**src/rtl/simon_playback_seq.sv**
```systemverilog
// Simon "show" phase sequencer: walks memory addresses 0..length-1, lights each
// stored colour for ON_TICKS ticks, then blanks the LEDs for OFF_TICKS ticks.
module simon_playback_seq #(
  parameter int DEPTH     = 10,
  parameter int ADDR_W    = 4,
  parameter int ON_TICKS  = 3,
  parameter int OFF_TICKS = 1,
  parameter int CNT_W     = 4
) (
  input  logic              clk,
  input  logic              reset,
  input  logic              tick,
  input  logic              start,
  input  logic [ADDR_W:0]   length,
  input  logic              abort,
  output logic [ADDR_W-1:0] rd_addr,
  input  logic [1:0]        rd_data,
  output logic [3:0]        led,
  output logic              busy,
  output logic              done,
  output logic              len_err
);

  typedef enum logic [2:0] {IDLE, FETCH, LOAD, SHOW, GAP, DONE} state_t;

  localparam logic [CNT_W-1:0] ON_LAST  = CNT_W'(ON_TICKS - 1);
  localparam logic [CNT_W-1:0] OFF_LAST = CNT_W'(OFF_TICKS - 1);
  localparam logic [ADDR_W:0]  DEPTH_L  = (ADDR_W+1)'(DEPTH);

  state_t            state, state_d;
  logic [ADDR_W-1:0] idx;
  logic [ADDR_W:0]   len_q;
  logic [1:0]        colour;
  logic [CNT_W-1:0]  cnt;

  logic len_ok, last_ent, on_end, off_end;

  assign len_ok   = (length != '0) && (length <= DEPTH_L);
  assign last_ent = ({1'b0, idx} == (len_q - 1'b1));
  assign on_end   = (state == SHOW) && tick && (cnt == ON_LAST);
  assign off_end  = (state == GAP)  && tick && (cnt == OFF_LAST);

  always_ff @(posedge clk or negedge reset) begin
    if (!reset) state <= IDLE;
    else        state <= state_d;
  end

  always_comb begin
    state_d = state;
    if (abort) begin
      state_d = IDLE;
    end else begin
      case (state)
        IDLE:    if (start && len_ok) state_d = FETCH;
        FETCH:   state_d = LOAD;
        LOAD:    state_d = SHOW;
        SHOW:    if (on_end) state_d = GAP;
        GAP:     if (off_end) state_d = last_ent ? DONE : FETCH;
        DONE:    state_d = IDLE;
        default: state_d = IDLE;
      endcase
    end
  end

  always_ff @(posedge clk or negedge reset) begin
    if (!reset) begin
      idx     <= '0;
      len_q   <= '0;
      rd_addr <= '0;
      colour  <= '0;
      cnt     <= '0;
      len_err <= 1'b0;
    end else begin
      len_err <= (state == IDLE) && start && !len_ok && !abort;
      if (!abort) begin
        case (state)
          IDLE: if (start && len_ok) begin
            len_q   <= length;
            idx     <= '0;
            rd_addr <= '0;
          end
          LOAD: begin
            colour <= rd_data;
            cnt    <= '0;
          end
          SHOW: if (tick) cnt <= on_end ? '0 : cnt + 1'b1;
          GAP: if (tick) begin
            cnt <= off_end ? '0 : cnt + 1'b1;
            // Last entry leaves rd_addr pointing at it through DONE.
            if (off_end && !last_ent) begin
              idx     <= idx + 1'b1;
              rd_addr <= idx + 1'b1;
            end
          end
          default: ;
        endcase
      end
    end
  end

  assign busy = (state == FETCH) || (state == LOAD) || (state == SHOW) || (state == GAP);
  assign done = (state == DONE);
  assign led  = (state == SHOW) ? (4'b0001 << colour) : 4'b0000;

endmodule

```
**config.mk**
```make
export PLATFORM = sky130hd
export DESIGN_NAME = simon_playback_seq
export DESIGN_NICKNAME = d
export VERILOG_FILES = /design/src/rtl/simon_playback_seq.sv
export SDC_FILE = /design/constraint.sdc
export NUM_CORES = 1
export LEC_CHECK = 0
export CORE_MARGIN = 2
export CORE_UTILIZATION = 51
export DETAILED_ROUTE_END_ITERATION = 6
export HOLD_SLACK_MARGIN = 0.1
export PLACE_DENSITY_LB_ADDON = 0.2
export SYNTH_ARGS = -nofsm -noshare
export SYNTH_HDL_FRONTEND = slang
export SYNTH_SLANG_ARGS = --single-unit
```
**constraint.sdc**
```tcl
create_clock -name clk -period 2.58 [get_ports clk]
set_input_delay 0.516 -clock clk [delete_from_list [all_inputs] [get_ports clk]]
set_output_delay 0.516 -clock clk [all_outputs]
set_load 0.02 [all_outputs]
```
; After elaboration in Yosys (flattened, before gate mapping)
; Index checks and enable logic that the tools add are counted.
; W data, S select, Z words.
[op_classes]
reduce_logical = 26
shifts = 1
order_cmp = 1
n_eq_ne = 14
addsub = 3
mux = 16
bitwise = 1
[op_table]
columns = op, n
row1 = $mux W4, 8
row2 = $mux W3, 5
row3 = $pmux W3 S5, 1
row4 = $pmux W4 S3, 1
row5 = $logic_and A1 B1 Y1, 10
row6 = $ne A3 B3 Y1 const B, 3
row7 = $add A4 B1 Y4 const B, 2
row8 = $ne A2 B2 Y1 const B, 4
row9 = $pmux W4 S2, 1
row10 = $eq A3 B2 Y1 const B, 2
row11 = $eq A3 B3 Y1 const B, 2
row12 = $reduce_and A3 Y1, 2
row13 = $eq A4 B5 Y1, 1
row14 = $le A5 B4 Y1 const B, 1
row15 = $reduce_and A5 Y1, 1
row16 = $reduce_bool A5 Y1, 1
row17 = $sub A5 B1 Y5 const B, 1
row18 = $eq A4 B2 Y1 const B, 1
row19 = $logic_not A4 Y1, 1
row20 = $reduce_and A4 Y1, 1
row21 = $shl A1 B2 Y4 const A, 1
row22 = $eq A3 B1 Y1 const B, 1
row23 = $logic_not A1 Y1, 3
row24 = $logic_not A3 Y1, 1
row25 = 5 further kinds, 7
[totals]
out_inout_bits = 11
reg_bits = 19

; Depth between registers and ports, before layout
[depth]
ltp_word = 7
mapped_depth = 7
ltp_nobuf = 7

; Worst setup path before layout
; No wires, ideal clock.
[synth_timing]
path_kind = reg2reg
start = reg len_q[0]
end = reg idx[0]
slack_ps = 728
path_stages_with_launch = 8
period_less_slack_ps = 1852
arrival_ps = 1727
required_ps = 2455
setup_time_ps = 125
cell_sequence = dfrtp_1 -> inv_1 -> ha_1 -> and4bb_1 -> a22oi_2 -> a2111oi_4 -> nor2_2 -> mux2_2
[synth_via]
elab_chain_len = 6
[synth_lines]
columns = item, line_no
row1 = "start, declared", 32  ; logic [ADDR_W:0] len_q;
row2 = "start signal, assigned", 78  ; len_q <= length;
row3 = $sub A5 B1 Y5, 39  ; assign last_ent = ({1'b0, idx} == (len_q - 1'b1));
row4 = $eq A4 B5 Y1, 39
row5 = $logic_not A1 Y1, 90  ; if (off_end && !last_ent) begin
row6 = $logic_and A1 B1 Y1, 90
row7 = $ne A2 B2 Y1 (no line), n/a
row8 = $reduce_and A5 Y1 (no line), n/a
row9 = "end signal, assigned", 91  ; idx <= idx + 1'b1;
row10 = "end, declared", 31  ; logic [ADDR_W-1:0] idx;
; Every way passes these cells.
; A chain may end at the register's enable or synchronous reset.

; Worst setup path after layout
[layout_timing]
start = reg state[1]
end = out led[3]
[layout_via]
elab_chain_len = 2
[layout_lines]
columns = item, line_no
row1 = "start, declared", 30  ; state_t state, state_d;
row2 = "start signal, assigned", 45  ; else state <= state_d;
row3 = $eq A3 B2 Y1, 103  ; assign led = (state == SHOW) ? (4'b0001 << colour) : 4'b0000;
row4 = $mux W4, 103
row5 = "end, declared", 18  ; output logic [3:0] led,
; Every way passes these cells.

==> results.sh <==
export IMPL_instances_no_fill=178
export IMPL_async_flop_share_pct=100
export IMPL_synth_ff_type="dfrtp_1"
export IMPL_portBuffers=22
export IMPL_max_cap_violations=0
export IMPL_post_cts_buffers=0
export IMPL_die_area_um2=2820
export IMPL_clkSlewWorstSetupHoldPaths_ns=0.10
export IMPL_p_clk_share_pct=18.5
export IMPL_power_density_nw_per_um2=539
export IMPL_finClkSkew_ns=0.00119
export IMPL_die_y_um=53.1
export IMPL_syn2layout_area_growth_pct=22.6
export IMPL_setup_viol=0
export IMPL_min_period_ns=2.42
export IMPL_hold_path_class="primary input to async pin"
export IMPL_drc=0
export IMPL_gp_congestion=0.706
export IMPL_drive_above_1_share_pct=12.7
export IMPL_p_comb_share_pct=31.8
export IMPL_synthSimpleGateAreaFrac_pct=24.1
export IMPL_synth_mux_area_share_pct=5.39
export IMPL_cp_max_fo=10
export IMPL_drtIter0Drc=26
export IMPL_final_cell_area_um2=1510
export IMPL_synth_area_top_cells="dfrtp_1, ha_1, mux2_2"
export IMPL_required_ns=2.06
export IMPL_critPathKind="register to output port"
export IMPL_synth_fa_ha_area_share_pct=5.08
export IMPL_fillerInstances=187
export IMPL_tns_ns=0
export IMPL_chipWidth_um=53.1
export IMPL_hold_viol=0
export IMPL_cp_end_kind="output port"
export IMPL_dpl_cell_area_um2=1480
export IMPL_ys_seq_area_share_pct=38.6
export IMPL_cp_arrival_ns=1.91
export IMPL_clock_fmax_mhz=413
export IMPL_tightest_slew_ns=0.555
export IMPL_synth_largest_type_area_fraction_pct=38.6
export IMPL_grt_max_degree=20
export IMPL_syn_nets=143
export IMPL_viasPerCell=5.89
export IMPL_status="finished clean"
export IMPL_internal_power_uw=538
export IMPL_final_nets=168
export IMPL_synth_most_common_cell="dfrtp_1"
export IMPL_synth_top_area_cell="dfrtp_1"
export IMPL_coreArea_um2=2250
export IMPL_drv_slew=0
export IMPL_wire_per_inst_um=14.1
export IMPL_p_sw_share_pct=33.9
export IMPL_clock_sinks=19
export IMPL_diodes=0
export IMPL_grt_setup_unrepaired="no"
export IMPL_gr_usage_all_layers_pct=21.3
export IMPL_cts_buffers=3
export IMPL_synth_compound_area_share_pct=17.4
export IMPL_clk_latency_ns=0.30
export IMPL_synthTopCellsByCount="dfrtp_1, inv_1, nand3_1"
export IMPL_worstSetupStartpointType="register"
export IMPL_synth_seq_cells=19
export IMPL_htreeDepth=1
export IMPL_rows=17
export IMPL_dp_hpwl_um=1930
export IMPL_overflow=0
export IMPL_vias=1048
export IMPL_synth_xor_area_share_pct=4.27
export IMPL_cts_tree="done"
export IMPL_finalCritPeriodShare_pct=93.9
export IMPL_final_seq_area_um2=477
export IMPL_p_leak_nw=0.629
export IMPL_avgSynthCellArea_um2=9.77
export IMPL_drtAntennaViolNets=0
export IMPL_place_inst=174
export IMPL_multi_input_area_um2=692
export IMPL_ir_drop_v=0.000420
export IMPL_ys_types=45
export IMPL_pin_count=23
export IMPL_clockBufferDepth=2
export IMPL_synth_top_family_by_area="simple AND/OR/NAND/NOR gates"
export IMPL_start_util_pct=54.6
export IMPL_antenna_found_initial=0
export IMPL_syn_instance_count=126
export IMPL_switchingPower_uw=276
export IMPL_final_core_util_pct=66.9
export IMPL_first_pass_iters=4
export IMPL_cts_hold_buffers=0
export IMPL_grt_pass1_wl_um=4330
export IMPL_wl_um=2500
export IMPL_synth_edff_count=0
export IMPL_syn_area_um2=1230
export IMPL_grt_pass1_vias=1030
export IMPL_yosys_warnings=0
export IMPL_p_seq_share_pct=49.7
export IMPL_slew_headroom_pct=62.7
export IMPL_root_buffer="clkbuf_4"
[flip-flops by register name, indices dropped and copies added (netlist names)]
| register | cells |
|---|---|
| len_err | 1 |
| len_q | 5 |
| state | 3 |
| idx | 4 |
| cnt | 4 |
| colour | 2 |
[layout make-up]
class	instances	share of cell area [%]
repair buffers	25	16.3
flip-flops and latches	19	31.6
multi-input cells	93	45.9
well taps	28	2.32
inverters	9	2.24
clock buffers	4	1.74
[through the flow]
| step | power [mW] | setup slack (ns) | hold WS [ns] |
|---|---|---|---|
| after global placement | 0.657 | 0.243 | 0.522 |
| after floorplan | 0.587 | 0.728 | 0.220 |
| after global routing | 0.875 | 0.0409 | 0.554 |
| after CTS | 0.822 | 0.139 | 0.541 |
| final | 0.814 | 0.158 | 0.532 |
| after detailed placement | 0.670 | 0.208 | 0.528 |
[final timing paths]
| check | cells after the start | start | endpoint | slack (ns) |
|---|---|---|---|---|
| setup / recovery | 3 | state[1] | led[3] | 0.16 |
| hold / removal | 2 | reset | len_q[0] | 0.53 |
| setup reg to reg | 7 | len_q[0] | idx[0] | 0.54 |
| hold reg to reg | 1 | cnt[2] | cnt[2] | 0.54 |
| max in group asynchronous | 2 | reset | state[2] | 1.83 |
| min in group clk | 1 | cnt[2] | cnt[2] | 0.54 |
[routing by layer]
| layer | part of all wire (%) | vias up | GRT usage (%) | wire length, um |
|---|---|---|---|---|
| li1 | - | 509 | - | - |
| met5 | 0 | - | 0 | 0 |
| met4 | 1.1 | 0 | 5.13 | 27 |
| met3 | 4.7 | 4 | 5.93 | 117 |
| met2 | 53 | 26 | 39.2 | 1330 |
| met1 | 41 | 509 | 24.1 | 1030 |
[placed cells by master, fill, tap and decap left out, drive strengths merged, types with 3 or more instances in the layout]
cell and n:
a21o 4, mux2 5, clkbuf 4, nand3 9, nand2 7, clkdlybuf4s50 21
nor4 3, nor2 8, ha 5, dfrtp 19, and3 3, buf 3
inv 9, o21ai 8, xnor2 6, nor3 4
[kinds of logic after synthesis]
kind of cell               Yosys count
muxes                                6
adders and majority gates            5
buffers and inverters               14
AOI/OAI and AO/OA                   27
DFF                                 19
and+or+nand+nor                     49
xor gates and xnor gates             6
[power by group through the flow]
| stage | clock (mW) | combinational [mW] | sequential [mW] |
|---|---|---|---|
| global placement | 0 | 0.250 | 0.407 |
| detailed placement | 0 | 0.260 | 0.410 |
| global route | 0.175 | 0.287 | 0.413 |
| finish | 0.151 | 0.259 | 0.404 |
| floorplan | 0 | 0.194 | 0.393 |
| CTS | 0.157 | 0.262 | 0.404 |
[worst max-delay path, stage by stage (launching register included)]
cell             delay, ns
dfrtp_1               0.57
and3_1                0.26
and3_1                0.18
clkdlybuf4s50_1       0.60
[timing repair]
item,in CTS,in global routing
gates resized for setup,0,2
hold endpoints to repair,0,0
endpoints found under the setup margin,0,4
No activity file was read; power rests on OpenSTA's default activity.
